[src/rtl/ram_if_pkg.sv]
// ram_if_pkg: shared FSM states, default widths and wrap helper for the strobe RAM interface
package ram_if_pkg;
    localparam int RAM_AW = 4;
    localparam int RAM_DW = 4;
    typedef enum logic [2:0] {S_IDLE, S_SETUP, S_STROBE, S_HOLD, S_RSP} ram_state_e;
    function automatic logic [31:0] inc_wrap(input logic [31:0] value, input int width);
        return (value + 32'd1) & ((32'd1 << width) - 32'd1);
    endfunction
endpackage

[src/rtl/ram_strobe_timer.sv]
// ram_strobe_timer: down-counter loaded with a phase length, expire while it sits at zero
module ram_strobe_timer #(
    parameter int W = 4
) (
    input  logic         clk,
    input  logic         rst_n,
    input  logic         load,
    input  logic [W-1:0] value,
    output logic         expire
);
    logic [W-1:0] cnt;
    always_ff @(posedge clk)
        if (!rst_n)
            cnt <= '0;
        else if (load)
            cnt <= value;
        else if (cnt != '0)
            cnt <= cnt - 1'b1;
    assign expire = cnt == '0;
endmodule

[src/rtl/ram_req_master.sv]
// ram_req_master: turns valid/ready single or burst requests into timed RAM read/write strobes
module ram_req_master
    import ram_if_pkg::*;
#(
    parameter int AW    = RAM_AW,
    parameter int DW    = RAM_DW,
    parameter int SETUP = 1,
    parameter int HOLD  = 1
) (
    input  logic          clk,
    input  logic          rst_n,
    input  logic          req_valid,
    output logic          req_ready,
    input  logic          req_write,
    input  logic [AW-1:0] req_addr,
    input  logic [AW-1:0] req_len,
    input  logic [DW-1:0] req_wdata,
    output logic          rsp_valid,
    input  logic          rsp_ready,
    output logic [DW-1:0] rsp_rdata,
    output logic          done,
    output logic [AW-1:0] ram_addr,
    output logic [DW-1:0] ram_datain,
    output logic          ram_read,
    output logic          ram_write,
    input  logic [DW-1:0] ram_dataout
);
    localparam int TW = $clog2((SETUP > HOLD ? SETUP : HOLD) + 1);
    ram_state_e    state, state_n;
    logic          wr, wr_n, accept, last, step, expire, load;
    logic          ram_write_d, ram_read_d, rsp_valid_d, done_d, req_ready_d;
    logic [TW-1:0] tval;
    logic [AW-1:0] len, cnt;
    assign accept = req_valid & req_ready;
    assign last   = cnt == len;
    assign step   = (state == S_HOLD && expire) || (state == S_RSP && rsp_valid && rsp_ready);
    assign wr_n   = accept ? req_write : wr;
    ram_strobe_timer #(.W(TW)) u_timer (
        .clk   (clk),
        .rst_n (rst_n),
        .load  (load),
        .value (tval),
        .expire(expire)
    );
    always_ff @(posedge clk)
        if (!rst_n)
            state <= S_IDLE;
        else
            state <= state_n;
    always_comb begin
        state_n = state;
        case (state)
            S_IDLE:        state_n = accept ? S_SETUP : S_IDLE;
            S_SETUP:       state_n = expire ? S_STROBE : S_SETUP;
            S_STROBE:      state_n = wr ? S_HOLD : S_RSP;
            S_HOLD, S_RSP: state_n = step ? (last ? S_IDLE : S_SETUP) : state;
            default:       state_n = S_IDLE;
        endcase
    end
    // Outputs are computed from the next state so every port comes straight from a flop.
    always_comb begin
        load        = state_n != state && (state_n == S_SETUP || state_n == S_HOLD);
        tval        = state_n == S_SETUP ? TW'(SETUP - 1) : TW'(HOLD - 1);
        ram_write_d = state_n == S_STROBE && wr_n;
        ram_read_d  = (state_n == S_SETUP || state_n == S_STROBE) && !wr_n;
        rsp_valid_d = state_n == S_RSP;
        done_d      = step && last;
        req_ready_d = state_n == S_IDLE && !done_d;
    end
    always_ff @(posedge clk)
        if (!rst_n) begin
            wr         <= 1'b0;
            len        <= '0;
            cnt        <= '0;
            ram_addr   <= '0;
            ram_datain <= '0;
            rsp_rdata  <= '0;
            ram_write  <= 1'b0;
            ram_read   <= 1'b0;
            rsp_valid  <= 1'b0;
            done       <= 1'b0;
            req_ready  <= 1'b1;
        end else begin
            ram_write <= ram_write_d;
            ram_read  <= ram_read_d;
            rsp_valid <= rsp_valid_d;
            done      <= done_d;
            req_ready <= req_ready_d;
            if (accept) begin
                wr         <= req_write;
                len        <= req_len;
                cnt        <= '0;
                ram_addr   <= req_addr;
                ram_datain <= req_wdata;
            end else if (step && !last) begin
                cnt        <= cnt + 1'b1;
                ram_addr   <= AW'(inc_wrap(32'(ram_addr), AW));
                ram_datain <= DW'(inc_wrap(32'(ram_datain), DW));
            end
            if (state == S_STROBE && !wr)
                rsp_rdata <= ram_dataout;
        end
endmodule

[config.mk]
export PLATFORM = sky130hd
export DESIGN_NAME = ram_req_master
export DESIGN_NICKNAME = d
export VERILOG_FILES = /design/src/rtl/ram_if_pkg.sv /design/src/rtl/ram_strobe_timer.sv /design/src/rtl/ram_req_master.sv
export SDC_FILE = /design/constraint.sdc
export NUM_CORES = 1
export LEC_CHECK = 0
export BUFFER_PORTS_ARGS = -buffer_cell sky130_fd_sc_hd__clkbuf_2
export CORE_MARGIN = 2
export CORE_UTILIZATION = 55
export CTS_CLUSTER_DIAMETER = 40
export CTS_CLUSTER_SIZE = 12
export DETAILED_ROUTE_END_ITERATION = 7
export GPL_ROUTABILITY_DRIVEN = 0
export PLACE_DENSITY = 0.83
export SYNTH_ARGS = -nofsm -noshare
export SYNTH_HDL_FRONTEND = slang
export SYNTH_SLANG_ARGS = --single-unit
[constraint.sdc]
create_clock -name clk -period 2.7 [get_ports clk]
set_input_delay 0.135 -clock clk [delete_from_list [all_inputs] [get_ports clk]]
set_output_delay 0.135 -clock clk [all_outputs]
set_load 0.02 [all_outputs]
==> flow_summary_export.csv, run 1 <==
group,metric,value,unit
power,ir_worst_vdd,0.521,mV
cells_and_area,diodes,0,
cts,cts_tree,"yes",
grt,grt_max_degree,24,
placement,place_inst,214,
cts,cts_inserted_buffers,5,
floorplan,num_io_pins,38,
floorplan,fp.dieW,54.9,um
floorplan,rows,18,
worst_setup_path,critPathRequiredTime,2.94,ns
worst_setup_path,reg2reg_from,"state[0]$_SDFF_PN0_",
cts,h-tree-depth,2,
worst_setup_path,r2r-end,"req_ready$_SDFF_PN1_",
job,maxCapViolCount,0,
min_path,hp-class,"in2reg",
worst_setup_path,worstSetupPathType,"reg2reg",
yosys,ys_ff_latch,30,
drt,wirelength,3080,um
timing,worstMarginPinSlew,0.762,ns
timing,maxSlewHeadroom,49.1,%
cts,clockBufferDepth,2,
yosys,synth_nets,179,
yosys,netlist.area_leader.share,42.1,%
yosys,ys_warn_count,0,
drt,wl_per_cell,13.9,um
worst_setup_path,reg2reg_depth,5,
placement,place_hpwl,2240,um
floorplan,die_h,54.9,um
cells_and_area,layoutNonFillerInstCount,222,
floorplan,initial_core_util,57.5,%
cells_and_area,syn2layout_area_growth,16.6,%
drt,vias,1207,
cells_and_area,drive_gt1_share,27.6,%
power,p_leak,0.658,nW
timing,finalCritPeriodShare,71.5,%
yosys,synth_edf_count,0,
floorplan,core_area,2480,sq um
grt,grt_first_pass_wirelength,4800,um
timing,setup-tns-final,0,ns
grt,grt_overflow_total,0,
drt,drt_iter0_drc,30,
yosys,ys_top_cells_by_area,"dfxtp_1 42%, xnor2_1 8.0%, a21oi_1 6.0%",
timing,fin_skew,0.00288,ns
min_path,hold_path_depth,3,
floorplan,dieArea,3010,sq um
power,p_per_area,598,nW/um^2
min_path,worstHoldStart,"req_len[2]",
yosys,synth_area_leader_cell,"dfxtp_1",
worst_setup_path,endpoint_kind,"flip-flop",
run_status,status,"completed",
drt,detail-route-antenna-nets,0,
drt,drc,0,
timing,fmax,518,MHz
cts,clk_pin_slew,0.09,ns
timing,setup_viol_count_final,0,
timing,slew_violations,0,
cells_and_area,fin_nets,215,
cts,cts_resized,0,
grt,grt_pass1_vias,1133,
yosys,syn_inst,155,
timing,final-hold-violation-count,0,
yosys,seq_area_frac_synth,42.1,%
cts,insertion_delay,0.32,ns
worst_setup_path,ff2ff_setup_slack,0.77,ns
grt,antenna_found_initial,0,
cts,cts_sinks,30,
yosys,syn_avg_cell_area,9.19,sq um
worst_setup_path,worstPathArrival,2.17,ns
timing,final.min_clock_period,1.93,ns
yosys,synth_commonest_cells,"30 x dfxtp_1, 17 x a21oi_1, 14 x nor2_1, 13 x xnor2_1, 11 x nand2_1",
yosys,async_reset_ff_share,0,%
yosys,yosys.cell_count.top_type,"dfxtp_1",
yosys,netlist_area,1430,sq um
worst_setup_path,cp-startpoint,"state[0]$_SDFF_PN0_",
worst_setup_path,path_max_fanout,12,
grt,grt_usage,22.6,%
drt,vias_per_cell,5.44,
yosys,synthFlopType,"dfxtp_1",
cts,post_cts_buffers,0,
placement,io_buffers,37,
cts,root_buffer,"clkbuf_4",
yosys,synth_cell_types,34,
timing,rsz0062_at_grt,"false",
worst_setup_path,cp-start-kind,"flip-flop",
min_path,worstHoldEndpoint,"len[2]$_SDFFE_PN0P_",
drt,drtPass1Iterations,4,
cts,holdBufCountCts,0,
metal layers:
metal	global-route usage [%]	share of wire (%)	vias to the layer above
met5	0	0	-
met2	42.5	48	44
met1	23.9	45	544
li1	-	-	615
met3	7.26	6.2	4
met4	6.50	1.0	0
state kept, by name (all words and copies together) (netlist names):
name         cells
wr               1
req_ready        1
cnt              4
ram_datain       4
u_timer.cnt      1
rsp_rdata        4
rsp_valid        1
ram_addr         4
ram_write        1
ram_read         1
done             1
len              4
state            3
critical path, cell delays in order (launching register included):
cell and delay, ns:
dfxtp_1 0.60, nor3b_4 0.10, a32oi_4 0.51, nor2_4 0.15
a22o_1 0.25, o31ai_1 0.24
final cells by class:
| class | count | area, sq um |
|---|---|---|
| sequential | 30 | 601 |
| multi-input combinational | 116 | 774 |
| timing repair buffer | 37 | 185 |
| fill | 222 | 816 |
| clock inverter | 1 | 5.00 |
| clock buffer | 7 | 55.1 |
| inverter | 1 | 3.75 |
| tap | 30 | 37.5 |
where the power goes:
group	internal [mW]	switching, mW	total [mW]
registers	0.476	0.0427	0.519
clock network	0.126	0.148	0.274
logic	0.0803	0.121	0.201
how the worst max path moves through the flow:
| stage | end | slack, ns |
|---|---|---|
| 5_1_grt | req_ready$_SDFF_PN1_ | 0.68 |
| 3_3_place_gp | req_ready$_SDFF_PN1_ | 0.88 |
| 3_5_place_dp | req_ready$_SDFF_PN1_ | 0.82 |
| 2_1_floorplan | ram_addr[3]$_SDFFE_PN0P_ | 1.20 |
| 6_report | req_ready$_SDFF_PN1_ | 0.77 |
| 4_1_cts | req_ready$_SDFF_PN1_ | 0.80 |
cell usage in the layout (no fill, tap or decap), types with 2 or more instances in the layout:
| cell type | instances |
|---|---|
| o21a_1 | 2 |
| nor3b_1 | 2 |
| mux2i_1 | 7 |
| a21oi_1 | 17 |
| nand2_1 | 11 |
| nor2b_1 | 2 |
| ha_1 | 3 |
| clkbuf_2 | 37 |
| xnor2_1 | 13 |
| dfxtp_1 | 30 |
| o21ai_0 | 10 |
| nand3_1 | 7 |
| nand2b_1 | 4 |
| nor2_1 | 14 |
| nor3b_2 | 2 |
| nor3_1 | 7 |
| clkbuf_4 | 5 |
cell families after synthesis:
| logic type | count (synthesis) | share of synthesized area, % |
|---|---|---|
| multiplexers | 7 | 4.92 |
| XOR/XNOR | 13 | 7.99 |
| buffers and inverters | 9 | 3.51 |
| AND/OR/NAND/NOR | 56 | 22.7 |
| flip-flops | 30 | 42.1 |
| AO/OA/AOI/OAI | 36 | 15.9 |
| adder cells (fa/ha/maj) | 3 | 2.63 |
| other | 1 | 0.263 |
per-stage QoR:
| step | cell area [sq um] | power [mW] | utilization (%) | setup WS, ns | hold WS, ns |
|---|---|---|---|---|---|
| detailed placement | 1600 | 0.729 | 64.6 | 0.819 | 0.378 |
| global route | 1660 | 1.04 | 67.1 | 0.680 | 0.0485 |
| finish | 1660 | 0.994 | 67.1 | 0.769 | 0.0393 |
| global placement | 1600 | 0.719 | 64.6 | 0.876 | 0.371 |
| floorplan | 1430 | 0.671 | - | 1.20 | 0.282 |
| CTS | 1660 | 1.00 | 67.1 | 0.800 | 0.0288 |
Note: power is estimated with default switching activity, not from simulation.
==> inputs of run 2 (changes only) <==
--- a/config.mk
+++ b/config.mk
@@ -7,12 +7,12 @@
 export LEC_CHECK = 0
 export BUFFER_PORTS_ARGS = -buffer_cell sky130_fd_sc_hd__clkbuf_2
 export CORE_MARGIN = 2
-export CORE_UTILIZATION = 55
+export CORE_UTILIZATION = 51
 export CTS_CLUSTER_DIAMETER = 40
 export CTS_CLUSTER_SIZE = 12
 export DETAILED_ROUTE_END_ITERATION = 7
 export GPL_ROUTABILITY_DRIVEN = 0
-export PLACE_DENSITY = 0.83
+export PLACE_DENSITY = 0.78
 export SYNTH_ARGS = -nofsm -noshare
 export SYNTH_HDL_FRONTEND = slang
 export SYNTH_SLANG_ARGS = --single-unit
==> constraint.sdc (replaced) <==
create_clock -name clk -period 1.9 [get_ports clk]
set_input_delay 0.095 -clock clk [delete_from_list [all_inputs] [get_ports clk]]
set_output_delay 0.095 -clock clk [all_outputs]
set_load 0.02 [all_outputs]
==> flow_summary_export.csv, run 2 (synthesis results as in run 1) <==
group,metric,value,unit
drt,drc,0,
grt,antenna_found_initial,0,
grt,grt_max_degree,17,
drt,vias_per_cell,5.32,
floorplan,core_area,2710,sq um
cells_and_area,diodes,0,
cts,cts_sinks,30,
drt,drtPass1Iterations,4,
cts,insertion_delay,0.33,ns
cts,clk_pin_slew,0.09,ns
floorplan,rows,19,
cells_and_area,syn2layout_area_growth,21.9,%
power,ir_worst_vdd,0.648,mV
power,p_total,1.43,mW
worst_setup_path,endpoint_kind,"flip-flop",
grt,grt_overflow_total,0,
placement,place_hpwl,2180,um
timing,rsz0062_at_grt,"false",
drt,wirelength,3010,um
cells_and_area,layoutNonFillerInstCount,232,
drt,vias,1235,
worst_setup_path,critPathRequiredTime,2.13,ns
worst_setup_path,worstSetupPathType,"reg2reg",
worst_setup_path,worstPathArrival,1.90,ns
timing,final-hold-violation-count,0,
cts,post_cts_buffers,0,
cts,h-tree-depth,2,
cells_and_area,layout_commonest_cell,"clkbuf_2",
timing,worstMarginPinSlew,0.529,ns
min_path,hp-class,"in2reg",
timing,slew_violations,0,
placement,io_buffers,37,
run_status,status,"completed",
floorplan,num_io_pins,38,
timing,fmax,600,MHz
drt,drt_iter0_drc,65,
grt,grt_usage,20.3,%
cts,clockBufferDepth,2,
cts,cts_inserted_buffers,5,
cts,root_buffer,"clkbuf_4",
cells_and_area,final_cell_mix,"37 x clkbuf_2, 30 x dfxtp_1, 17 x a21oi_1",
floorplan,fp.dieW,56.9,um
floorplan,die_h,56.9,um
cts,cts_tree,"yes",
grt,grt_first_pass_wirelength,5000,um
job,maxCapViolCount,0,
drt,wl_per_cell,13.0,um
drt,detail-route-antenna-nets,0,
cells_and_area,fin_nets,224,
grt,grt_pass1_vias,1126,
placement,place_inst,221,
timing,setup_viol_count_final,0,
worst_setup_path,cp-start-kind,"flip-flop",
timing,maxSlewHeadroom,64.7,%
power,p_per_area,825,nW/um^2
timing,final.min_clock_period,1.67,ns
timing,whs,0.0217,ns
floorplan,initial_core_util,52.6,%
cells_and_area,drive_gt1_share,29.4,%
timing,setup-tns-final,0,ns
floorplan,dieArea,3230,sq um
worst_setup_path,path_max_fanout,8,
timing,finalCritPeriodShare,87.7,%
timing,fin_skew,0.0140,ns
power,p_leak,0.698,nW
==> run 2: cell count changes in the layout (fill, tap and decap cells not counted) <==
cell | before | now
dlygate4sd3_1 | 0 | 3
buf_4 | 0 | 6
==> run 2: per-layer routing <==
layer	global-route usage [%]	wire length (um)
met5	0	0
met4	6.98	37
met3	6.91	193
met2	31.7	1360
met1	26.2	1420
==> run 2: repair_timing <==
item | 4_1_cts | 5_1_grt
resized for setup | 0 | 0
endpoints found under the hold margin | 3 | 0
hold buffers | 3 | 0
==> run 2: path summary, 6_finish.rpt <==
check                           cells past startpoint                start                        end  slack, ns
worst max-delay path                                6  state[2]$_SDFF_PN0_        cnt[2]$_SDFFE_PP0P_       0.23
worst min-delay path                                3       ram_dataout[3]  rsp_rdata[3]$_SDFFE_PN0P_       0.02
worst max register to register                      6  state[2]$_SDFF_PN0_        cnt[2]$_SDFFE_PP0P_       0.23
worst min register to register                      2  len[2]$_SDFFE_PN0P_        len[2]$_SDFFE_PN0P_       0.47
==> run 2: critical path: stages (launching register included) <==
cell and delay, ns:
dfxtp_1 0.45, nor3b_4 0.31, a32oi_4 0.17, buf_4 0.19, nor3b_1 0.26, xnor2_1 0.15, nor2_1 0.05
==> run 2: final cells by class <==
class	count	area, sq um
clock buffers	7	55.1
clock inverters	1	5.00
fillers	237	972
inverters	1	3.75
multi-input cells	116	774
flip-flops and latches	30	601
well taps	31	38.8
repair buffers	46	260
==> run 2: metrics by stage <==
step / util [%] / setup slack (ns) / area [sq um]
after floorplan: - / 0.398 / 1430
after detailed placement: 60.8 / 0.253 / 1650
after global placement: 60.8 / 0.342 / 1650
final: 64.1 / 0.233 / 1740
after CTS: 64.1 / 0.234 / 1740
after global routing: 64.1 / 0.122 / 1740
==> run 2: power breakdown <==
group / leakage (nW) / internal (mW) / switching (mW) / total [mW]
registers: 0.246 / 0.677 / 0.0503 / 0.727
clock network: 0.0353 / 0.179 / 0.212 / 0.391
logic: 0.417 / 0.132 / 0.182 / 0.314
